**config.mk**
```make
export PLATFORM = sky130hd
export DESIGN_NAME = mig_cmd_arbiter
export DESIGN_NICKNAME = d
export VERILOG_FILES = /design/src/rtl/mig_arb_pkg.sv /design/src/rtl/mig_burst_counter.sv /design/src/rtl/mig_cmd_arbiter.sv
export SDC_FILE = /design/constraint.sdc
export NUM_CORES = 1
export LEC_CHECK = 0
export ABC_AREA = 1
export ABC_CLOCK_PERIOD_IN_PS = 4100
export CAP_MARGIN = 15
export CORE_AREA = 2 2 149 151
export DETAILED_ROUTE_END_ITERATION = 8
export DIE_AREA = 0 0 151 153
export HOLD_SLACK_MARGIN = 0.15
export PLACE_DENSITY_LB_ADDON = 0.05
export SETUP_SLACK_MARGIN = 0.1
export SLEW_MARGIN = 25
export SYNTH_ARGS = -nofsm -noshare
export SYNTH_HDL_FRONTEND = slang
export SYNTH_SLANG_ARGS = --single-unit
```
**constraint.sdc**
```tcl
create_clock -name aclk -period 4.1 [get_ports aclk]
set_input_delay 0.82 -clock aclk [delete_from_list [all_inputs] [get_ports aclk]]
set_output_delay 0.82 -clock aclk [all_outputs]
set_load 0.01 [all_outputs]
```
**src/rtl/mig_arb_pkg.sv**
```systemverilog
// mig_arb_pkg: shared types and MIG command encodings for the command arbiter.
// Latency: n/a (declarations only).
// Backpressure: n/a.
package mig_arb_pkg;

    // Arbiter FSM states.
    typedef enum logic [1:0] {
        IDLE     = 2'd0,
        WR_BURST = 2'd1,
        RD_BURST = 2'd2,
        DONE     = 2'd3
    } arb_state_e;

    // MIG UI app_cmd encodings.
    localparam logic [2:0] CMD_WRITE = 3'b000;
    localparam logic [2:0] CMD_READ  = 3'b001;
    // Value driven on app_cmd when no burst is active.
    localparam logic [2:0] CMD_IDLE  = 3'b000;

endpackage

```
**src/rtl/mig_burst_counter.sv**
```systemverilog
// mig_burst_counter: beat counter that latches a burst length on load and counts up to it.
// Latency: count and reached update one cycle after load/inc.
// Backpressure: inc is ignored once count has reached the latched length.
// Ports: clk/rst (async, active-high); load + load_len clear the count and capture the length;
//        inc advances the count; count is the current value; reached is high when count == length.
module mig_burst_counter #(
    parameter int LW = 5
) (
    input  logic          clk,
    input  logic          rst,
    input  logic          load,
    input  logic [LW-1:0] load_len,
    input  logic          inc,
    output logic [LW-1:0] count,
    output logic          reached
);

    logic [LW-1:0] cnt_q, cnt_d;
    logic [LW-1:0] len_q, len_d;

    assign count   = cnt_q;
    assign reached = (cnt_q >= len_q);

    always_comb begin
        cnt_d = cnt_q;
        len_d = len_q;
        if (load) begin
            cnt_d = '0;
            len_d = load_len;
        end else if (inc && !reached) begin
            cnt_d = cnt_q + LW'(1);
        end
    end

    always_ff @(posedge clk or posedge rst) begin
        if (rst) begin
            cnt_q <= '0;
            len_q <= '0;
        end else begin
            cnt_q <= cnt_d;
            len_q <= len_d;
        end
    end

endmodule

```
**src/rtl/mig_cmd_arbiter.sv**
```systemverilog
// mig_cmd_arbiter: round-robin arbiter turning write/read burst requests into MIG UI app_* traffic.
// Latency: grant one cycle after a request is sampled in IDLE; done one cycle after the last beat, then one DONE cycle.
// Backpressure: commands held while app_rdy=0; write data held via wr_data_ready while app_wdf_rdy=0; no grants while init_calib=0.
// Ports: aclk/reset (async, active-high); wr_*/rd_* request side (req/addr/len in, grant/done pulses out);
//        wr_data/wr_data_valid/wr_data_ready write beat stream; app_* and app_wdf_* to the MIG user interface.
module mig_cmd_arbiter
    import mig_arb_pkg::*;
#(
    parameter int MIG_Addr_Port_Size = 28,
    parameter int MIG_Data_Port_Size = 128,
    parameter int Max_Burst_Len      = 16,
    parameter int Addr_Step          = 8,
    localparam int AW = MIG_Addr_Port_Size,
    localparam int DW = MIG_Data_Port_Size,
    localparam int LW = $clog2(Max_Burst_Len + 1)
) (
    input  logic            aclk,
    input  logic            reset,
    input  logic            init_calib,
    input  logic            wr_req,
    input  logic [AW-1:0]   wr_addr,
    input  logic [LW-1:0]   wr_len,
    output logic            wr_grant,
    output logic            wr_done,
    input  logic [DW-1:0]   wr_data,
    input  logic            wr_data_valid,
    output logic            wr_data_ready,
    input  logic            rd_req,
    input  logic [AW-1:0]   rd_addr,
    input  logic [LW-1:0]   rd_len,
    output logic            rd_grant,
    output logic            rd_done,
    output logic [AW-1:0]   app_addr,
    output logic [2:0]      app_cmd,
    output logic            app_en,
    input  logic            app_rdy,
    output logic [DW-1:0]   app_wdf_data,
    output logic            app_wdf_wren,
    output logic            app_wdf_end,
    output logic [DW/8-1:0] app_wdf_mask,
    input  logic            app_wdf_rdy
);

    localparam logic [LW-1:0] MAX_LEN   = LW'(Max_Burst_Len);
    localparam logic [AW-1:0] ADDR_STEP = AW'(Addr_Step);

    arb_state_e    state_q, state_d;
    logic [AW-1:0] addr_q, addr_d;
    logic          is_wr_q, is_wr_d;
    logic          prefer_rd_q, prefer_rd_d;
    logic          wr_grant_q, wr_grant_d;
    logic          rd_grant_q, rd_grant_d;
    logic          wr_done_q, wr_done_d;
    logic          rd_done_q, rd_done_d;

    logic [LW-1:0] wr_len_c, rd_len_c;
    logic          pick_rd;
    logic          cnt_load;
    logic [LW-1:0] cnt_len;
    logic [LW-1:0] cmd_cnt, dat_cnt;
    logic          cmd_reached, dat_reached;
    logic          cmd_inc, dat_inc;
    logic          in_wr, in_rd, in_burst;

    // Oversized lengths are clamped rather than rejected.
    assign wr_len_c = (wr_len > MAX_LEN) ? MAX_LEN : wr_len;
    assign rd_len_c = (rd_len > MAX_LEN) ? MAX_LEN : rd_len;

    // Read wins only if write is absent or write was the port served last.
    assign pick_rd = rd_req && (!wr_req || prefer_rd_q);

    assign in_wr    = (state_q == WR_BURST);
    assign in_rd    = (state_q == RD_BURST);
    assign in_burst = in_wr || in_rd;

    // Command path: one command per app_en & app_rdy, address advances per accepted command.
    assign app_en   = in_burst && !cmd_reached;
    assign cmd_inc  = app_en && app_rdy;
    assign app_addr = addr_q + AW'(cmd_cnt) * ADDR_STEP;
    assign app_cmd  = in_wr ? CMD_WRITE : (in_rd ? CMD_READ : CMD_IDLE);

    // Write data path runs independently of the command path, so data may lead or lag.
    assign wr_data_ready = in_wr && app_wdf_rdy && !dat_reached;
    assign app_wdf_wren  = in_wr && wr_data_valid && !dat_reached;
    assign app_wdf_end   = app_wdf_wren;
    assign dat_inc       = app_wdf_wren && app_wdf_rdy;
    assign app_wdf_data  = in_wr ? wr_data : '0;
    assign app_wdf_mask  = '0;

    assign wr_grant = wr_grant_q;
    assign rd_grant = rd_grant_q;
    assign wr_done  = wr_done_q;
    assign rd_done  = rd_done_q;

    mig_burst_counter #(.LW(LW)) u_cmd_cnt (
        .clk      (aclk),
        .rst      (reset),
        .load     (cnt_load),
        .load_len (cnt_len),
        .inc      (cmd_inc),
        .count    (cmd_cnt),
        .reached  (cmd_reached)
    );

    mig_burst_counter #(.LW(LW)) u_dat_cnt (
        .clk      (aclk),
        .rst      (reset),
        .load     (cnt_load),
        .load_len (cnt_len),
        .inc      (dat_inc),
        .count    (dat_cnt),
        .reached  (dat_reached)
    );

    always_comb begin
        state_d     = state_q;
        addr_d      = addr_q;
        is_wr_d     = is_wr_q;
        prefer_rd_d = prefer_rd_q;
        wr_grant_d  = 1'b0;
        rd_grant_d  = 1'b0;
        wr_done_d   = 1'b0;
        rd_done_d   = 1'b0;
        cnt_load    = 1'b0;
        cnt_len     = '0;
        case (state_q)
            IDLE: begin
                if (init_calib && (wr_req || rd_req)) begin
                    cnt_load   = 1'b1;
                    cnt_len    = pick_rd ? rd_len_c : wr_len_c;
                    addr_d     = pick_rd ? rd_addr : wr_addr;
                    is_wr_d    = !pick_rd;
                    wr_grant_d = !pick_rd;
                    rd_grant_d = pick_rd;
                    // Zero-length bursts skip the burst state: grant and done share the DONE cycle.
                    if (cnt_len == '0) begin
                        state_d   = DONE;
                        wr_done_d = !pick_rd;
                        rd_done_d = pick_rd;
                    end else begin
                        state_d = pick_rd ? RD_BURST : WR_BURST;
                    end
                end
            end
            WR_BURST: begin
                // All commands issued and data count caught up with them means both are at len.
                if (cmd_reached && (dat_cnt == cmd_cnt)) begin
                    state_d   = DONE;
                    wr_done_d = 1'b1;
                end
            end
            RD_BURST: begin
                if (cmd_reached) begin
                    state_d   = DONE;
                    rd_done_d = 1'b1;
                end
            end
            DONE: begin
                state_d     = IDLE;
                prefer_rd_d = is_wr_q;
            end
            default: state_d = IDLE;
        endcase
    end

    always_ff @(posedge aclk or posedge reset) begin
        if (reset) begin
            state_q     <= IDLE;
            addr_q      <= '0;
            is_wr_q     <= 1'b0;
            prefer_rd_q <= 1'b0;
            wr_grant_q  <= 1'b0;
            rd_grant_q  <= 1'b0;
            wr_done_q   <= 1'b0;
            rd_done_q   <= 1'b0;
        end else begin
            state_q     <= state_d;
            addr_q      <= addr_d;
            is_wr_q     <= is_wr_d;
            prefer_rd_q <= prefer_rd_d;
            wr_grant_q  <= wr_grant_d;
            rd_grant_q  <= rd_grant_d;
            wr_done_q   <= wr_done_d;
            rd_done_q   <= rd_done_d;
        end
    end

endmodule

```
==> qor.yml, run 1 <==
setup_path:
  reg2reg_to: "u_cmd_cnt.count[0]"
  worstSetupPathType: "reg2out"
  max_stage_delay_ns: 0.56
  rr_worst_depth: 6
  cp.depth: 10
  endpoint: "app_addr[15]"
  crit_top_cell: "nand2_2"
  startpoint_type: "flip-flop"
  cp.buffers_inverters: 1
  worstPathArrival_ns: 2.77
  end_kind: "output port"
  crit_slowest_cell: "clkdlybuf4s50_1"
  crit_family: "adder cells"
  worstSetupStartpoint: "u_cmd_cnt.count[0]"
  path_cells: "ha_1 -> fa_1 -> nand3_1 -> nand2_2 -> nand2_2 -> a21oi_4 -> nand2_1 -> nor2_1 -> xor2_1 -> clkdlybuf4s50_1"
  cp.required_ns: 3.28
  r2r_start: "u_cmd_cnt.count[4]"
  r2r_setup_slack_ns: 1.97
  crit_fanout: 4
sta:
  finClkSkew_ns: 0.0155
  worstMarginPinSlew_ns: 0.809
  setup_tns_ns: 0
  fmax_ghz: 0.278
  post-route-period-util_pct: 87.7
  setup_viol: 0
  whs_ns: 0.492
  hold_viol: 0
  slew_headroom_pct: 46.0
  rsz0062_at_grt: "no"
  layout_min_cycle_time_ns: 3.59
  drv_slew: 0
drt:
  routedWlPerCell_um: 16.9
  vias: 5867
  wirelength_um: 24200
  route.detailed.drc: 0
  first_pass_iters: 4
  vias_per_cell: 4.11
  postRouteAntennaNets: 0
  first_iter_violations: 276
grt:
  antenna_found_initial: 8
  grt_max_degree: 49
  track_usage_pct: 20.5
  grt_pass1_wl_um: 35800
  grt_pass1_vias: 5952
  overflow: 0
logic_synthesis:
  syn_area_um2: 4780
  async_flop_share_pct: 100
  synth_seq_cells: 51
  netlist.area_leader.share_pct: 26.7
  ys_types: 34
  synth_area_leaders: "dfrtp_1 27%, nand2_1 23%, inv_1 14%"
  synth_ff_type: "dfrtp_1"
  synth_seq_area_share_pct: 26.7
  yosys_warnings: 0
  synth_area_leader_cell: "dfrtp_1"
  synth_edf_count: 0
  synthCells: 796
  avgSynthCellArea_um2: 6.00
final_layout:
  final_cell_mix: "366 x clkdlybuf4s50_1, 299 x nand2_1, 182 x inv_1"
  fillCellCount: 2323
  area_growth_pct: 84.0
  drive_gt1_share_pct: 2.79
  final_common_cell: "clkdlybuf4s50_1"
  final_util_pct: 40.9
  layout.nets: 1369
power:
  total_power_mw: 4.76
  power_per_cell_area_nw_per_um2: 542
  peakVddDrop_v: 0.000483
  leakage_nw: 4.67
place:
  numPortBuffers: 366
  place_congestion: 0.853
  hpwl_um: 20300
floorplanning:
  die_y_um: 153
  io_pins: 385
  dieArea_um2: 23100
  rows: 54
  dieWidth_um: 151
  coreArea_um2: 21500
  initial_core_util_pct: 22.2
cts:
  clockRootBuffer: "clkbuf_16"
  hold_buffers: 0
  cts_sinks: 51
  post-cts-setup-buffers: 0
  cts_buffer_depth: 2
  cts_tree: "built"
  cts_buffers: 5
  cts_resized: 0
  clk_latency_ns: 0.31
  htreeDepth: 2
  clk_pin_slew_ns: 0.08
outcome:
  outcome: "finished clean"
job:
  max-cap-violations: 0
worst_hold_path:
  hold_class: "reg2reg"
==> stage by stage <==
stage	instances	instance area (µm²)	setup slack, ns
5_1_grt	1426	8790	0.370
2_1_floorplan	813	4840	1.56
3_5_place_dp	1418	8640	0.848
6_report	1428	8790	0.505
3_3_place_gp	1418	8640	0.888
4_1_cts	1426	8790	0.513
==> cell families (layout without fill, tap and decap cells) <==
| kind of cell | count (synthesis) | count (layout) | share of synthesized area, % |
|---|---|---|---|
| DFF | 51 | 51 | 26.7 |
| xor gates and xnor gates | 28 | 28 | 5.13 |
| and+or+nand+nor | 420 | 420 | 36.2 |
| other | 1 | 20 | 0.0785 |
| buffers and inverters | 233 | 566 | 20.7 |
| adders and majority gates | 22 | 22 | 5.92 |
| AOI/OAI and AO/OA | 41 | 41 | 5.26 |
==> synth_stat cells, types with 5 or more instances <==
cell        n
a21oi_1    12
buf_2       6
buf_4      24
clkbuf_1   14
dfrtp_1    51
ha_1       21
inv_1     183
nand2_1   299
nand3_1    54
nand4_1     9
nor2_1     36
nor3_1      9
o211ai_1    9
o21ai_0     8
o21ai_1     6
xnor2_1     5
xor2_1     23
==> state kept, by name, indices dropped and copies added (netlist names) <==
signal and flops:
u_cmd_cnt.count 5, addr_q 28, state_q 2, rd_grant 1, rd_done 1, u_cmd_cnt.len_q 5
u_dat_cnt.count 5, is_wr_q 1, prefer_rd_q 1, wr_grant 1, wr_done 1
==> report_power, final <==
group          switching (mW)  internal [mW]  leakage, nW  total (mW)
logic                    1.73           1.63         3.94        3.36
registers               0.242          0.709        0.651       0.951
clock network           0.218          0.233       0.0748       0.451
==> worst reg2reg max path: stages, from the launching register on <==
cell and delay (ns):
dfrtp_1 0.43, ha_1 0.33, a21oi_1 0.26, nand3_1 0.22, nor3_2 0.47, or2_1 0.24, o21ai_1 0.08
==> metal layers <==
| layer | track usage, % | up-vias | share of wire (%) |
|---|---|---|---|
| met5 | 0 | - | 0.26 |
| met4 | 4.23 | 10 | 2.1 |
| met3 | 7.79 | 33 | 9.7 |
| met2 | 34.4 | 238 | 46 |
| met1 | 24.9 | 2580 | 42 |
| li1 | - | 3006 | - |
==> worst min path at each step <==
stage	startpoint	endpoint	slack, ns	depth (start not counted)
floorplan	is_wr_q	is_wr_q	0.44	2
global placement	is_wr_q	is_wr_q	0.46	2
detailed placement	is_wr_q	is_wr_q	0.49	2
CTS	is_wr_q	is_wr_q	0.51	2
global route	addr_q[2]	addr_q[2]	0.53	2
finish	is_wr_q	is_wr_q	0.49	2
==> area by class of cell <==
cell class,instances,area [µm²],area share (%)
repair buffers,372,3720,42.3
multi-input cells,529,2590,29.5
flip-flops and latches,51,1280,14.5
inverters,186,698,7.94
well taps,280,350,3.98
clock buffers,5,125,1.42
clock inverters,3,26.3,0.299
diodes,2,5.00,0.0569
Power figures use the tool's default switching activity.
==> run 2: changes to the inputs <==
CTS_CLUSTER_SIZE = 14   (was default)
SKIP_LAST_GASP = 1   (was default)
==> results of run 2 <==
Same layout as run 1: the final DEF is identical, and so are final timing and power.
